$ cat src/rtl/ex_mem_flag_stage.sv
// EX/MEM pipeline register with an architectural N/Z/V flag register and a
// saturating count of committed ADD/SUB overflows.
module ex_mem_flag_stage (
    input  logic        clk,
    input  logic        rst_n,
    input  logic        stall,
    input  logic        flush,
    input  logic        ex_valid,
    input  logic [3:0]  ex_op,
    input  logic [15:0] ex_alu_result,
    input  logic        ex_ovfl,
    input  logic [3:0]  ex_rd,
    input  logic        ex_reg_write,
    input  logic        ex_mem_read,
    input  logic        ex_mem_write,
    input  logic [15:0] ex_store_data,
    output logic        mem_valid,
    output logic        mem_reg_write,
    output logic        mem_mem_read,
    output logic        mem_mem_write,
    output logic [15:0] mem_alu_result,
    output logic [15:0] mem_store_data,
    output logic [3:0]  mem_rd,
    output logic        flag_n,
    output logic        flag_z,
    output logic        flag_v,
    output logic [15:0] ovfl_count
);

    localparam logic [3:0] OpAdd = 4'b0000;
    localparam logic [3:0] OpSub = 4'b0001;
    localparam logic [3:0] OpXor = 4'b0010;
    localparam logic [3:0] OpSll = 4'b0100;
    localparam logic [3:0] OpSra = 4'b0101;
    localparam logic [3:0] OpRor = 4'b0110;

    logic upd_z;
    logic upd_nv;
    logic cnt_inc;

    // RED, PADDSB and non-ALU opcodes touch no flags.
    always_comb begin
        upd_nv  = 1'b0;
        upd_z   = 1'b0;
        unique case (ex_op)
            OpAdd, OpSub: begin
                upd_nv = ex_valid;
                upd_z  = ex_valid;
            end
            OpXor, OpSll, OpSra, OpRor: upd_z = ex_valid;
            default: ;
        endcase
        cnt_inc = upd_nv && ex_ovfl && (ovfl_count != 16'hFFFF);
    end

    always_ff @(posedge clk) begin
        if (!rst_n) begin
            mem_valid      <= 1'b0;
            mem_reg_write  <= 1'b0;
            mem_mem_read   <= 1'b0;
            mem_mem_write  <= 1'b0;
            mem_alu_result <= 16'h0000;
            mem_store_data <= 16'h0000;
            mem_rd         <= 4'h0;
            flag_n         <= 1'b0;
            flag_z         <= 1'b0;
            flag_v         <= 1'b0;
            ovfl_count     <= 16'h0000;
        end else if (flush) begin
            mem_valid      <= 1'b0;
            mem_reg_write  <= 1'b0;
            mem_mem_read   <= 1'b0;
            mem_mem_write  <= 1'b0;
            mem_alu_result <= 16'h0000;
            mem_store_data <= 16'h0000;
            mem_rd         <= 4'h0;
        end else if (!stall) begin
            mem_valid      <= ex_valid;
            mem_reg_write  <= ex_reg_write;
            mem_mem_read   <= ex_mem_read;
            mem_mem_write  <= ex_mem_write;
            mem_alu_result <= ex_alu_result;
            mem_store_data <= ex_store_data;
            mem_rd         <= ex_rd;
            if (upd_z) begin
                flag_z <= (ex_alu_result == 16'h0000);
            end
            if (upd_nv) begin
                flag_n <= ex_alu_result[15];
                flag_v <= ex_ovfl;
            end
            if (cnt_inc) begin
                ovfl_count <= ovfl_count + 16'h0001;
            end
        end
    end

endmodule

$ cat config.mk
export PLATFORM = sky130hd
export DESIGN_NAME = ex_mem_flag_stage
export DESIGN_NICKNAME = d
export VERILOG_FILES = /design/src/rtl/ex_mem_flag_stage.sv
export SDC_FILE = /design/constraint.sdc
export NUM_CORES = 1
export LEC_CHECK = 0
export ABC_AREA = 1
export BUFFER_PORTS_ARGS = -buffer_cell sky130_fd_sc_hd__buf_4
export CAP_MARGIN = 5
export CORE_MARGIN = 2
export CORE_UTILIZATION = 40
export DETAILED_ROUTE_END_ITERATION = 16
export GPL_TIMING_DRIVEN = 0
export PLACE_DENSITY_LB_ADDON = 0.12
export SLEW_MARGIN = 20
export SYNTH_ARGS = -nofsm -noshare
export SYNTH_HDL_FRONTEND = slang
export SYNTH_SLANG_ARGS = --single-unit
$ cat constraint.sdc
create_clock -name clk -period 1.6 [get_ports clk]
set_clock_uncertainty 0.05 [all_clocks]
set_input_delay 0.08 -clock clk [delete_from_list [all_inputs] [get_ports clk]]
set_output_delay 0.08 -clock clk [all_outputs]
set_load 0.01 [all_outputs]
# [Yosys cells after proc, flatten, opt, wreduce, memory -nomap -nowiden]
# Cells that the tools add are included.
[word_totals] input_bits=49 elab_cells=33 regBits=59
[op_classes] n_reduce_logical=10 addsub=1 bitwise_logic=3 muxes=2 n_eq_ne=6
[ops] operator="adder 16 x 1 -> 16 bit (second input constant)" count=1
[ops] operator="logical NOT 16 bit" count=1
[ops] operator="inequality test 16 bit (second input constant)" count=1
[ops] operator="== test 4 x 3 -> 1 bit (second input constant)" count=3
[ops] operator="AND reduction 3 bit" count=3
[ops] operator="OR reduction 6 bit" count=1
[ops] operator="== test 4 x 1 -> 1 bit (second input constant)" count=1
[ops] operator="== test 4 x 2 -> 1 bit (second input constant)" count=1
[ops] operator="logical NOT 4 bit" count=1
[ops] operator="OR reduction 2 bit" count=2
[ops] operator="NOT 1 bit" count=3
[ops] operator="logical AND 1 bit" count=2
[ops] operator="2-to-1 mux 1 bit" count=2

# [Logic depth before layout (Yosys ltp)]
[logic_depth] ltp_word=6 ltp_mapped=10 mapped_depth_nobuf=10

# [Worst setup path after synthesis]
# No wires, ideal clock.
[synth_path] path_type="register to register" start="register ovfl_count[1]" end="register ovfl_count[13]" arrival_ns=1.459 setup_slack_ns=0.023 stages_incl_launch_ff=11 required_ns=1.482 period_less_slack_ns=1.577 path_cell_list="dfxtp_1 > ha_1 > nand2_1 > nor2_2 > nand2_2 > nor2_4 > nand2_4 > nand2_4 > buf_8 > nand2_2 > a21oi_2"
[synth_via] elab_chain_cells=3 elab_cells_between_ends=4 classes_between="add/sub: 1; eq/ne: 1; reduce/logical: 2"
[synth_rtl] item="from (decl)" line="27" source="output logic [15:0] ovfl_count"
[synth_rtl] item="from (signal assigned)" line="93" source="ovfl_count <= ovfl_count + 16'h0001;"
[synth_rtl] item="branches (longest 3 deep; another with adder 16 x 1 -> 16 bit)"
# Several ways; the timed one is not identified.
# A chain may end at the register's enable or synchronous reset.

# [Worst setup path after layout]
[layout_path] start="register ovfl_count[1]" end="register ovfl_count[7]"
# The elaborated chain is that of the path after synthesis.

==> results.sh <==
export IMPL_fmax_mhz=646
export IMPL_finalCritPeriodShare_pct=96.7
export IMPL_ant_nets=0
export IMPL_htreeDepth=3
export IMPL_drt_wirelength_per_cell_um=12.9
export IMPL_areaGrowthSynthToFinish_pct=63.0
export IMPL_yosys_area_top_type="dfxtp_1"
export IMPL_start_kind="register"
export IMPL_synth_edf_count=0
export IMPL_vias=2922
export IMPL_endpoint_kind="register"
export IMPL_ir_worst_vdd_v=0.000601
export IMPL_synth_distinct_cells=28
export IMPL_comb_power_share_pct=11.6
export IMPL_drt_wl_total_um=7830
export IMPL_clock_latency_ns=0.33
export IMPL_hold_viol=0
export IMPL_antenna_cells=0
export IMPL_cts_root_buf="clkbuf_8"
export IMPL_gp_congestion=0.774
export IMPL_grt_pass1_vias=2933
export IMPL_critPathKind="reg2reg"
export IMPL_max_stage_delay_ns=0.38
export IMPL_path_cells="ha_4, nand2_4, nor2_4, nand2_2, nor2_4, nand2_4, nand2_4, clkbuf_16, nand2_1, a21oi_1"
export IMPL_die_x_um=84.6
export IMPL_p_int_mw=2.59
export IMPL_switching_share_pct=23.4
export IMPL_grt_max_degree=11
export IMPL_synth_fp_nets=414
export IMPL_num_io_pins=108
export IMPL_dp_hpwl_um=5280
export IMPL_rsz0062_at_grt="true"
export IMPL_clk_pin_slew_ns=0.07
export IMPL_die_h_um=84.6
export IMPL_track_usage_pct=22.3
export IMPL_clkPwrFrac_pct=43.5
export IMPL_cts_tree="built"
export IMPL_hold_path_class="in2reg"
export IMPL_die_area_mm2=0.00715
export IMPL_dr_pass1_iters=6
export IMPL_instances_no_fill=609
export IMPL_p_sw_mw=0.792
export IMPL_finish_utilization_pct=67.1
export IMPL_clockBufferDepth=2
export IMPL_synth_area_mm2=0.00260
export IMPL_portBuffers=105
export IMPL_cap_violations=0
export IMPL_cp_common_cell="nand2_4"
export IMPL_setup_viol=0
export IMPL_outcome="complete, no violations"
export IMPL_avgSynthCellArea_um2=7.14
export IMPL_fillCellCount=542
export IMPL_cp_max_fo=5
export IMPL_numClockSinks=59
export IMPL_antenna_found_initial=0
export IMPL_place_inst=546
export IMPL_arrival_ns=1.75
export IMPL_synth_warning_count=0
export IMPL_stdcell_area_mm2=0.00423
export IMPL_synth_top_area_share_pct=45.5
export IMPL_drive_gt1_share_pct=32.5
export IMPL_drc=0
export IMPL_p_total_mw=3.38
export IMPL_tightest_slew_ns=0.633
export IMPL_gr_total_overflow=0
export IMPL_synthArstFlopShare_pct=0
export IMPL_synth_area_top_cells="dfxtp_1 45%, nand2_1 16%, a21oi_1 8.3%"
export IMPL_place_area_mm2=0.00348
export IMPL_initial_core_util_pct=41.1
export IMPL_fin_ws_ns=0.0523
export IMPL_row_count=29
export IMPL_postSynthCellCount=364
export IMPL_fp_coreArea_mm2=0.00631
export IMPL_synthFlopType="dfxtp_1"
export IMPL_cellLeakagePower_nw=1.87
export IMPL_slew_headroom_pct=57.8
export IMPL_dr_first_iter_drc_count=98
export IMPL_slew_violations=0
export IMPL_ys_seq_area_share_pct=45.5
export IMPL_power_density_mw_per_mm2=799
export IMPL_crit_slowest_cell="dfxtp_4"
export IMPL_worstPathRequired_ns=1.80
export IMPL_numCtsBuffers=9
export IMPL_synth_seq_cells=59
export IMPL_routed_via_density=4.80
export IMPL_grt_first_pass_wirelength_um=12900
export IMPL_regToRegSetupSlack_ns=0.05
export IMPL_dpl_worst_slack_ns=-0.118
export IMPL_final_nets=577
export IMPL_seqPwrFrac_pct=44.9
export IMPL_period_needed_ns=1.55
through the flow:
stage | TNS (ns) | hold slack [ns]
final | 0 | 0.0182
after global routing | -0.184 | 0.00110
after CTS | 0 | 0.00675
after detailed placement | -1.26 | 0.291
after global placement | -1.14 | 0.281
after floorplan | 0 | 0.175
worst max-delay path: cells and delay by family (launching register included):
family,cells,cell delay [ns]
AO/OA/AOI/OAI,1,0.11
adder cells (fa/ha/maj),1,0.16
buffers and inverters,1,0.15
flip-flops,1,0.38
AND/OR/NAND/NOR,7,0.61
synth_stat cells, types with 3 or more instances:
cell,instances
a211oi_1,8
nand4_1,8
o21ai_0,7
dfxtp_1,59
a21oi_2,3
buf_2,4
nand3_1,18
a21oi_1,43
nand2_2,5
nor2_1,38
clkbuf_1,11
nor2_2,3
inv_1,29
nand2_1,110
final timing paths:
path              cells past startpoint                       start                    endpoint
setup / recovery                     10  ovfl_count[1]$_SDFFE_PN0P_  ovfl_count[7]$_SDFFE_PN0P_
hold reg to reg                       2         flag_n$_SDFFE_PN0P_         flag_n$_SDFFE_PN0P_
setup reg to reg                     10  ovfl_count[1]$_SDFFE_PN0P_  ovfl_count[7]$_SDFFE_PN0P_
hold / removal                        3                    ex_op[0]         flag_z$_SDFFE_PN0P_
sequential cells by signal, summed over array words and instances (netlist names):
signal,flops
ovfl_count,16
mem_valid,1
mem_mem_write,1
mem_rd,4
flag_z,1
mem_alu_result,16
mem_mem_read,1
flag_v,1
mem_store_data,16
flag_n,1
mem_reg_write,1
cell families (layout without fill, tap and decap cells):
family,count (synthesis),after routing,synth area share (%)
simple gates,191,191,31.9
flops,59,59,45.5
fa+ha+maj,1,1,0.482
buf+inv,49,217,8.14
compound gates,61,61,13.0
xor+xnor,3,3,1.01
cell type report:
cell class                 instances  area, µm²  area share [%]
buffer                            19        108            2.54
clock buffer                      10        128            3.01
clock inverter                     6       80.1            1.89
inverter                          30        113            2.66
multi-input combinational        256       1250            29.6
sequential                        59       1200            28.3
tap                               77       96.3            2.28
timing repair buffer             152       1260            29.7
timing repair:
item	4_1_cts	5_1_grt
buffers inserted	2	4
resized for setup	8	25
gates cloned	0	1
hold buffers	40	0
hold endpoints to repair	41	0
setup endpoints to repair	15	52
pin swaps	2	6
layout by cell type, fill, tap and decap left out, types with 9 or more instances in the layout:
| cell type | Yosys | layout |
|---|---|---|
| buf_4 | 1 | 113 |
| dfxtp_1 | 59 | 49 |
| a21oi_1 | 43 | 41 |
| clkbuf_8 | 0 | 9 |
| inv_1 | 29 | 29 |
| nand2_1 | 110 | 106 |
| nor2_1 | 38 | 37 |
| nand3_1 | 18 | 18 |
| dlygate4sd3_1 | 0 | 40 |
| clkbuf_1 | 11 | 9 |
routing by layer:
metal | vias up | routed length, µm | global-route usage [%]
met4 | 0 | 204 | 10.5
met3 | 18 | 513 | 6.59
li1 | 1492 | - | -
met5 | - | 0 | 0
met2 | 81 | 3990 | 38.8
met1 | 1331 | 3120 | 24.8
power groups by stage:
stage	clock [mW]	sequential, mW	combinational, mW
finish	1.47	1.52	0.392
global route	1.58	1.52	0.429
detailed placement	0	1.56	0.305
CTS	1.49	1.52	0.384
global placement	0	1.55	0.302
floorplan	0	1.57	0.111
No activity file was read; power rests on OpenSTA's default activity.
